### config.mk
export PLATFORM = sky130hd
export DESIGN_NAME = spi_slave_shift
export DESIGN_NICKNAME = d
export VERILOG_FILES = /design/src/rtl/spi_slave_shift.sv
export SDC_FILE = /design/constraint.sdc
export NUM_CORES = 1
export LEC_CHECK = 0
export ABC_AREA = 1
export BUFFER_PORTS_ARGS = -buffer_cell sky130_fd_sc_hd__buf_2
export CAP_MARGIN = 25
export CORE_ASPECT_RATIO = 1.2
export CORE_UTILIZATION = 61
export DETAILED_ROUTE_END_ITERATION = 16
export GPL_TIMING_DRIVEN = 0
export PLACE_DENSITY = 0.91
export SETUP_SLACK_MARGIN = 0.15
export SLEW_MARGIN = 20
export SYNTH_ARGS = -nofsm -noshare
export SYNTH_HDL_FRONTEND = slang
export SYNTH_SLANG_ARGS = --single-unit
### constraint.sdc
create_clock -name PCLK -period 3.4 [get_ports PCLK]
set_input_delay 0.51 -clock PCLK [delete_from_list [all_inputs] [get_ports PCLK]]
set_output_delay 0.51 -clock PCLK [all_outputs]
set_load 0.005 [all_outputs]
### src/rtl/spi_slave_shift.sv
// SPI target-side shift engine: oversamples SCLK/SS_n/MOSI in the PCLK domain,
// receives 8-bit frames from MOSI and shifts a buffered byte out on MISO.
module spi_slave_shift #(
  parameter int         SYNC_STAGES = 2,
  parameter logic [7:0] IDLE_FILL   = 8'hFF
) (
  input  logic       PCLK,
  input  logic       PRESET,
  input  logic       cpol_i,
  input  logic       cpha_i,
  input  logic       lsbfe_i,
  input  logic       sclk_i,
  input  logic       ss_n_i,
  input  logic       mosi_i,
  output logic       miso_o,
  output logic       miso_oe_o,
  input  logic [7:0] tx_data_i,
  input  logic       tx_valid_i,
  output logic       tx_ready_o,
  output logic [7:0] rx_data_o,
  output logic       rx_valid_o,
  output logic       underrun_o,
  output logic       frame_err_o
);

  typedef enum logic [1:0] {IDLE, LOAD, SHIFT} state_t;

  state_t                 state, next_state;
  logic [SYNC_STAGES-1:0] sclk_sync, ss_sync, mosi_sync;
  logic                   sclk_d, ss_d;
  logic                   sclk_s, ss_s, mosi_s;
  logic                   cpol_l, cpha_l, lsb_l;
  logic                   lead_edge, trail_edge, sample_edge, drive_edge;
  logic                   ss_fall, ss_rise;
  logic [2:0]             bit_cnt;
  logic                   buf_full, buf_wr;
  logic [7:0]             tx_buf, tx_shift, rx_shift, rx_next, load_byte;

  function automatic logic first_bit(input logic [7:0] b, input logic lsb);
    return lsb ? b[0] : b[7];
  endfunction

  function automatic logic [7:0] shift_in(input logic [7:0] b, input logic d,
                                          input logic lsb);
    return lsb ? {d, b[7:1]} : {b[6:0], d};
  endfunction

  assign sclk_s = sclk_sync[SYNC_STAGES-1];
  assign ss_s   = ss_sync[SYNC_STAGES-1];
  assign mosi_s = mosi_sync[SYNC_STAGES-1];

  // Leading edge leaves the idle level, trailing edge returns to it.
  assign lead_edge   = (sclk_s != sclk_d) && (sclk_d == cpol_l);
  assign trail_edge  = (sclk_s != sclk_d) && (sclk_s == cpol_l);
  assign sample_edge = cpha_l ? trail_edge : lead_edge;
  assign drive_edge  = cpha_l ? lead_edge : trail_edge;
  assign ss_fall     = ss_d & ~ss_s;
  assign ss_rise     = ~ss_d & ss_s;

  assign tx_ready_o = ~buf_full;
  assign buf_wr     = tx_valid_i && (tx_ready_o || state == LOAD);
  assign load_byte  = buf_full ? tx_buf : IDLE_FILL;
  assign rx_next    = shift_in(rx_shift, mosi_s, lsb_l);

  always_comb begin
    next_state = state;
    case (state)
      IDLE:    if (ss_fall) next_state = LOAD;
      LOAD:    next_state = ss_rise ? IDLE : SHIFT;
      SHIFT: begin
        if (ss_rise)                             next_state = IDLE;
        else if (sample_edge && bit_cnt == 3'd7) next_state = LOAD;
      end
      default: next_state = IDLE;
    endcase
  end

  always_ff @(posedge PCLK) begin
    if (PRESET) begin
      sclk_sync   <= '0;
      sclk_d      <= 1'b0;
      ss_sync     <= '1;
      ss_d        <= 1'b1;
      state       <= IDLE;
      cpol_l      <= 1'b0;
      cpha_l      <= 1'b0;
      lsb_l       <= 1'b0;
      bit_cnt     <= 3'd0;
      buf_full    <= 1'b0;
      miso_o      <= 1'b0;
      miso_oe_o   <= 1'b0;
      rx_data_o   <= 8'h00;
      rx_valid_o  <= 1'b0;
      underrun_o  <= 1'b0;
      frame_err_o <= 1'b0;
    end else begin
      sclk_sync   <= {sclk_sync[SYNC_STAGES-2:0], sclk_i};
      sclk_d      <= sclk_s;
      ss_sync     <= {ss_sync[SYNC_STAGES-2:0], ss_n_i};
      ss_d        <= ss_s;
      state       <= next_state;
      rx_valid_o  <= 1'b0;
      underrun_o  <= 1'b0;
      frame_err_o <= 1'b0;
      miso_oe_o   <= (next_state != IDLE);
      if (buf_wr)              buf_full <= 1'b1;
      else if (state == LOAD)  buf_full <= 1'b0;
      case (state)
        IDLE: begin
          if (ss_fall) begin
            cpol_l <= cpol_i;
            cpha_l <= cpha_i;
            lsb_l  <= lsbfe_i;
          end
        end
        LOAD: begin
          bit_cnt    <= 3'd0;
          underrun_o <= ~buf_full;
          if (!cpha_l) miso_o <= first_bit(load_byte, lsb_l);
        end
        SHIFT: begin
          // SS_n rising takes priority over a coincident sample edge.
          if (ss_rise) begin
            if (bit_cnt != 3'd0) frame_err_o <= 1'b1;
          end else if (sample_edge) begin
            bit_cnt <= bit_cnt + 3'd1;
            if (bit_cnt == 3'd7) begin
              rx_data_o  <= rx_next;
              rx_valid_o <= 1'b1;
            end
          end else if (drive_edge) begin
            // bit_cnt==0: cpha=1 presents the first bit; cpha=0 skips the frame-final trailing edge.
            if (bit_cnt != 3'd0)  miso_o <= lsb_l ? tx_shift[1] : tx_shift[6];
            else if (cpha_l)      miso_o <= first_bit(tx_shift, lsb_l);
          end
        end
        default: ;
      endcase
    end
  end

  always_ff @(posedge PCLK) begin
    mosi_sync <= {mosi_sync[SYNC_STAGES-2:0], mosi_i};
    if (buf_wr) tx_buf <= tx_data_i;
    case (state)
      LOAD:  tx_shift <= load_byte;
      SHIFT: begin
        if (!ss_rise) begin
          if (sample_edge)
            rx_shift <= rx_next;
          else if (drive_edge && bit_cnt != 3'd0)
            tx_shift <= lsb_l ? {1'b0, tx_shift[7:1]} : {tx_shift[6:0], 1'b0};
        end
      end
      default: ;
    endcase
  end

endmodule
Yosys cells after proc, flatten, opt, wreduce, memory -nomap -nowiden --
Cells that the tools add are included.
Storage, ports and cells: flip-flop bits (word level) 54, input bits 17, output and inout bits 14, logic and storage cells 94
Cells by class: $add $sub $neg 1, equality and inequality tests 13, mux-type cells 31, bitwise operators 9, reduce and logical (&&, ||, !) cells 20
Operators with widths (number):
- 2-to-1 mux 8 bit | 6
- case mux 8 bit (2 select lines) | 1
- 2-to-1 mux 1 bit | 15
- != test 2 bit (second input constant) | 6
- 2-to-1 mux 2 bit | 4
- AND reduction 4 bit | 2
- inverter 1 bit | 7
- 2-to-1 mux 3 bit | 2
- case mux 2 bit (3 select lines) | 1
- case mux 3 bit (2 select lines) | 1
- AND reduction 3 bit | 2
- AND reduction 6 bit | 1
- nonzero test 2 bit | 3
- logical AND 1 bit | 5
- OR reduction 4 bit | 1
- adder 3 x 1 -> 3 bit (second input constant) | 1
- == test 3 bit (second input constant) | 1
- != test 3 bit (second input constant) | 1
- nonzero test 3 bit | 1
- OR reduction 3 bit | 1
- AND 1 bit | 2
- == test 1 bit | 2
- == test 2 x 1 -> 1 bit (second input constant) | 1
- == test 2 bit (second input constant) | 1
- other kinds (6) | 6

Depth between registers and ports, before layout --
word-level depth 8, gate-level depth with buffers 11, depth with buffers taken out 10

Worst setup path before layout --
No wires, ideal clock.
path type reg2reg, from reg bit_cnt[0], to reg tx_shift[0], enable pin, setup time 0.375 ns, arrival time 1.227 ns, data required time 3.025 ns, setup slack 1.798 ns, stages on the path, launching flop included 6, buffers on the path 0, clock period less this slack 1.602 ns, cell sequence dfxtp_1 > inv_1 > ha_1 > nand2_1 > nand3_1 > a21oi_1
On the way: word-level cells in the longest chain between the ends 4
Ends and longest elaborated chain:
- start, declared | RTL line 35 | logic [2:0] bit_cnt;
- start signal, assigned | RTL line 126 | bit_cnt <= bit_cnt + 3'd1;
- nonzero test 3 bit | RTL line 151 | else if (drive_edge && bit_cnt != 3'd0)
- logical AND 1 bit | RTL line 151
- != test 2 bit (no source line)
- AND reduction 4 bit (no source line)
- end signal, assigned | RTL line 146 | LOAD: tx_shift <= load_byte;
- end signal, assigned | RTL line 152 | tx_shift <= lsb_l ? {1'b0, tx_shift[7:1]} : {tx_shift[6:0], 1'b0};
- end, declared | RTL line 37 | logic [7:0] tx_buf, tx_shift, rx_shift, rx_next, load_byte;
Every way passes these cells. A chain may end at the register's enable or synchronous reset.

Worst setup path in the final report --
from reg bit_cnt[0], to reg tx_shift[2], enable pin
Same word-level chain as after synthesis.

==> impl.org <==
** Die
- The core region is 3724 sq um.
- The floorplan step set the die width to 59.44 um.
- Num ports :: 31
- The floorplan step defined a die boundary enclosing 4215 sq um.
- The initialized floorplan defines 24 standard-cell rows.
- For this configuration, the core starts out at a cell density of 64.85%.
- Measured along the y axis, the die boundary spans 70.93 um.

** Final layout
- The repair_antennas step left the layout with diodes totalling 0.
- Net count, final :: 333
- Combined area of the multi-input logic cells :: 823.3 sq um
- From synthesis to final layout, the design area changed by 12.80%.
- Share of post-route cells with drive strength above 1 :: 23.57%
- After routing the design area is 2724 sq um.
- Registers take 1321 sq um.
- Filler instances :: 298

** STA
- Of the available clock period, the critical path in the final layout requires 55.39%.
- The number of max-slew violations in the final report is 0.
- Achievable Freq :: 531.0 MHz
- The final count of hold timing violations was 0.
- On the final layout, the worst hold slack is 300.0 ps.
- Setup violations remaining at the end of the flow were counted as 0.
- Total negative slack for setup checks :: 0 ps
- Setup repair after global routing left no endpoint under its margin.
- At the pin with the least slew margin, the transition time is 787.9 ps.
- Headroom to the max-slew limit came out at 47.48%.
- Minimum setup slack in the final design :: 1517 ps
- After layout, the minimum clock period comes to 1883 ps.
- Clock skew :: 6.101 ps

** Critical path
- Path type of the worst setup path :: reg -> reg
- Along the worst path, the maximum fanout reaches 8.
- The number of cells on the worst reg-to-reg path is 5.
- STA classifies the critical path startpoint as a flip-flop.
- The worst register-to-register path has a setup slack of 1520 ps.
- Data required time of the critical path :: 3340 ps
- Nature of the critical path endpoint :: flip-flop
- In this run the critical register-to-register path is launched from bit_cnt[0].
- The worst register-to-register path ends at tx_shift[2].
- Data arrival, critical path :: 1830 ps

** Global routing
- The initial antenna violation count is 0.
- Largest net degree at the start of global routing :: 19
- The number of global-route vias before repair is 1857.
- For this run the aggregate overflow at the end of global routing stands at 0.
- Total GRT Usage :: 23.66%
- The first global-routing pass estimated 7.534 mm of wire.

** Clock network
- CTS saw 54 sinks.
- Clk pin slew, worst setup/hold paths :: 100 ps
- TritonCTS clock tree :: built
- Clk_lat worst skew :: 310 ps
- Clock root buffer :: clkbuf_8
- Maximum level of the CTS H-tree :: 2
- Post-CTS timing repair inserted 0 buffers for setup.
- After clock tree synthesis, the repair step resized 0 gates.
- Maximum root-to-sink buffer count :: 2
- TritonCTS buffer count :: 5
- Quantity of hold-fixing buffers added after cts :: 0

** Synth
- Number of enable flip-flop cells after synthesis :: 24
- Share of the yosys chip area belonging to registers :: 54.72%
- Flops & latches, synth :: 54
- Ranked by instance count, the synthesized netlist is headed by nand2_1 (49), inv_1 (46), dfxtp_1 (30).
- Post-Synthesis Net Count :: 296
- After synthesis, the share of flip-flops with an asynchronous set or reset is 0%.
- Dominant cells by area after synthesis :: edfxtp_1 (30%), dfxtp_1 (25%), nand2_1 (7.6%)
- The average instance in the mapped netlist occupies 8.749 sq um.
- The most used flip-flop cell after synthesis is dfxtp_1.
- The synthesized design spends more area on one cell type than any other, namely edfxtp_1.
- Ys Warns :: 0
- Cell variety after synth :: 27
- After technology mapping, the gate count stands at 276.
- The cell area that synthesis handed to floorplanning was 2415 sq um.
- Library cell with the highest instance count after synthesis :: nand2_1
- After synthesis, the largest area contributor takes up 29.84% of total cell area.

** Placed design
- Prior to clock tree synthesis, the placed netlist has a worst setup slack of 1528 ps.
- In this run the cell area measured after placement is 2630 sq um.
- During placement, the flow inserted port buffers numbering 30.
- At the end of routability-driven placement, the weighted congestion stood at 0.8286.
- The wire-length estimate of the detail-placed layout is 3.143 mm.

** Route
- After detailed routing, the number of remaining DRC violations is 0.
- Iteration-0 DRC Markers :: 98
- In the final routed layout, each cell accounts on average for 11.80 um.
- Vias/cell :: 5.036
- DR vias :: 1843
- The pre-antenna-repair detailed-routing pass consisted of 4 iterations.
- Number of nets with antenna violations after routing :: 0
- The final layout contains routed wiring with a total length of 4.320 mm.

** Power
- Post-layout total power :: 1.161 mW
- In this run the power density over the cells is 426.3 nW/um^2.
- In this run the static leakage power is 1.234 nW.
- IR analysis of the VDD net gives a maximum drop of 0.4244 mV.

** Hold path
- The tightest min-delay check is of the in -> reg type.
- The startpoint identified for the worst hold timing path is mosi_i.
- Hold path depth :: 1
- The path with the worst hold slack has its endpoint at mosi_sync[0].

** Outcome
- The flow ran to the end, and the final reports show no timing, DRC or antenna violations.

** Job
- Max-capacitance violation count :: 0
-- power by group --
part           switching (mW)  internal (mW)  leakage [nW]  total, mW
clock network           0.215          0.149        0.0447      0.364
registers             0.00846          0.696         0.463      0.705
logic                  0.0580         0.0351         0.726     0.0931
-- layout make-up --
type | instances | share of cell area [%]
Buffer | 9 | 2.802
Clock buffer | 5 | 2.526
Clock inverter | 3 | 0.9187
Inverter | 51 | 7.120
Multi-Input combinational cell | 162 | 30.23
Sequential cell | 54 | 48.51
Tap cell | 52 | 2.389
Timing Repair Buffer | 30 | 5.512
-- kinds of logic (layout without fill, tap and decap cells) --
kind of cell	after synthesis	in the layout	share of synthesized area [%]
fa+ha+maj	3	3	1.555
flops	54	54	54.72
compound gates	38	38	8.653
buf+inv	60	98	11.19
simple gates	121	121	23.89
-- placed cells by master (no fill, tap or decap), drive strengths merged --
cell type	Yosys	final
clkinv	0	1
buf	8	38
a22oi	1	1
inv	51	52
nor3	1	1
clkinvlp	0	1
nand4	9	9
o21ai	13	13
clkbuf	1	6
ha	3	3
edfxtp	24	24
a31oi	1	1
nor2	29	29
a21oi	23	23
nand3	17	17
dfxtp	30	30
nand2	55	55
or2	10	10
-- stage by stage --
stage / cells / utilization, %
after detailed placement: 358 / 70.63
after floorplan: 276 / -
after CTS: 366 / 73.15
after global routing: 366 / 73.15
final: 366 / 73.15
after global placement: 358 / 70.63
-- worst max-delay path, stage by stage (launching register included) --
cell     delay [ps]
dfxtp_1         340
inv_1            70
ha_1            190
nand2_1         170
nand3_1         100
a21oi_1         640
-- registers in the layout, indices dropped and copies added (netlist names), 2 cells and up --
register   cells
rx_data_o      8
rx_shift       8
tx_buf         8
tx_shift       8
bit_cnt        3
mosi_sync      2
sclk_sync      2
ss_sync        2
state          2
-- metal layers --
layer	vias up	share of wire [%]	global-route usage [%]	wire length (um)
li1	950	-	-	-
met1	839	41	26.65	1767
met2	46	54	42.82	2321
met3	8	4.0	5.667	173
met4	0	1.3	7.407	57
met5	-	0	0	0
-- how the worst max path moves through the flow --
| stage | from | to | slack (ps) | cells after the start |
|---|---|---|---|---|
| after floorplan | bit_cnt[0] | tx_shift[0] | 1800 | 5 |
| after global placement | bit_cnt[0] | tx_shift[3] | 1530 | 5 |
| after detailed placement | bit_cnt[0] | tx_shift[3] | 1530 | 5 |
| after CTS | bit_cnt[0] | tx_shift[2] | 1510 | 5 |
| after global routing | cpol_l | tx_shift[1] | 1400 | 7 |
| final | bit_cnt[0] | tx_shift[2] | 1520 | 5 |
Note: power is estimated with default switching activity, not from simulation.
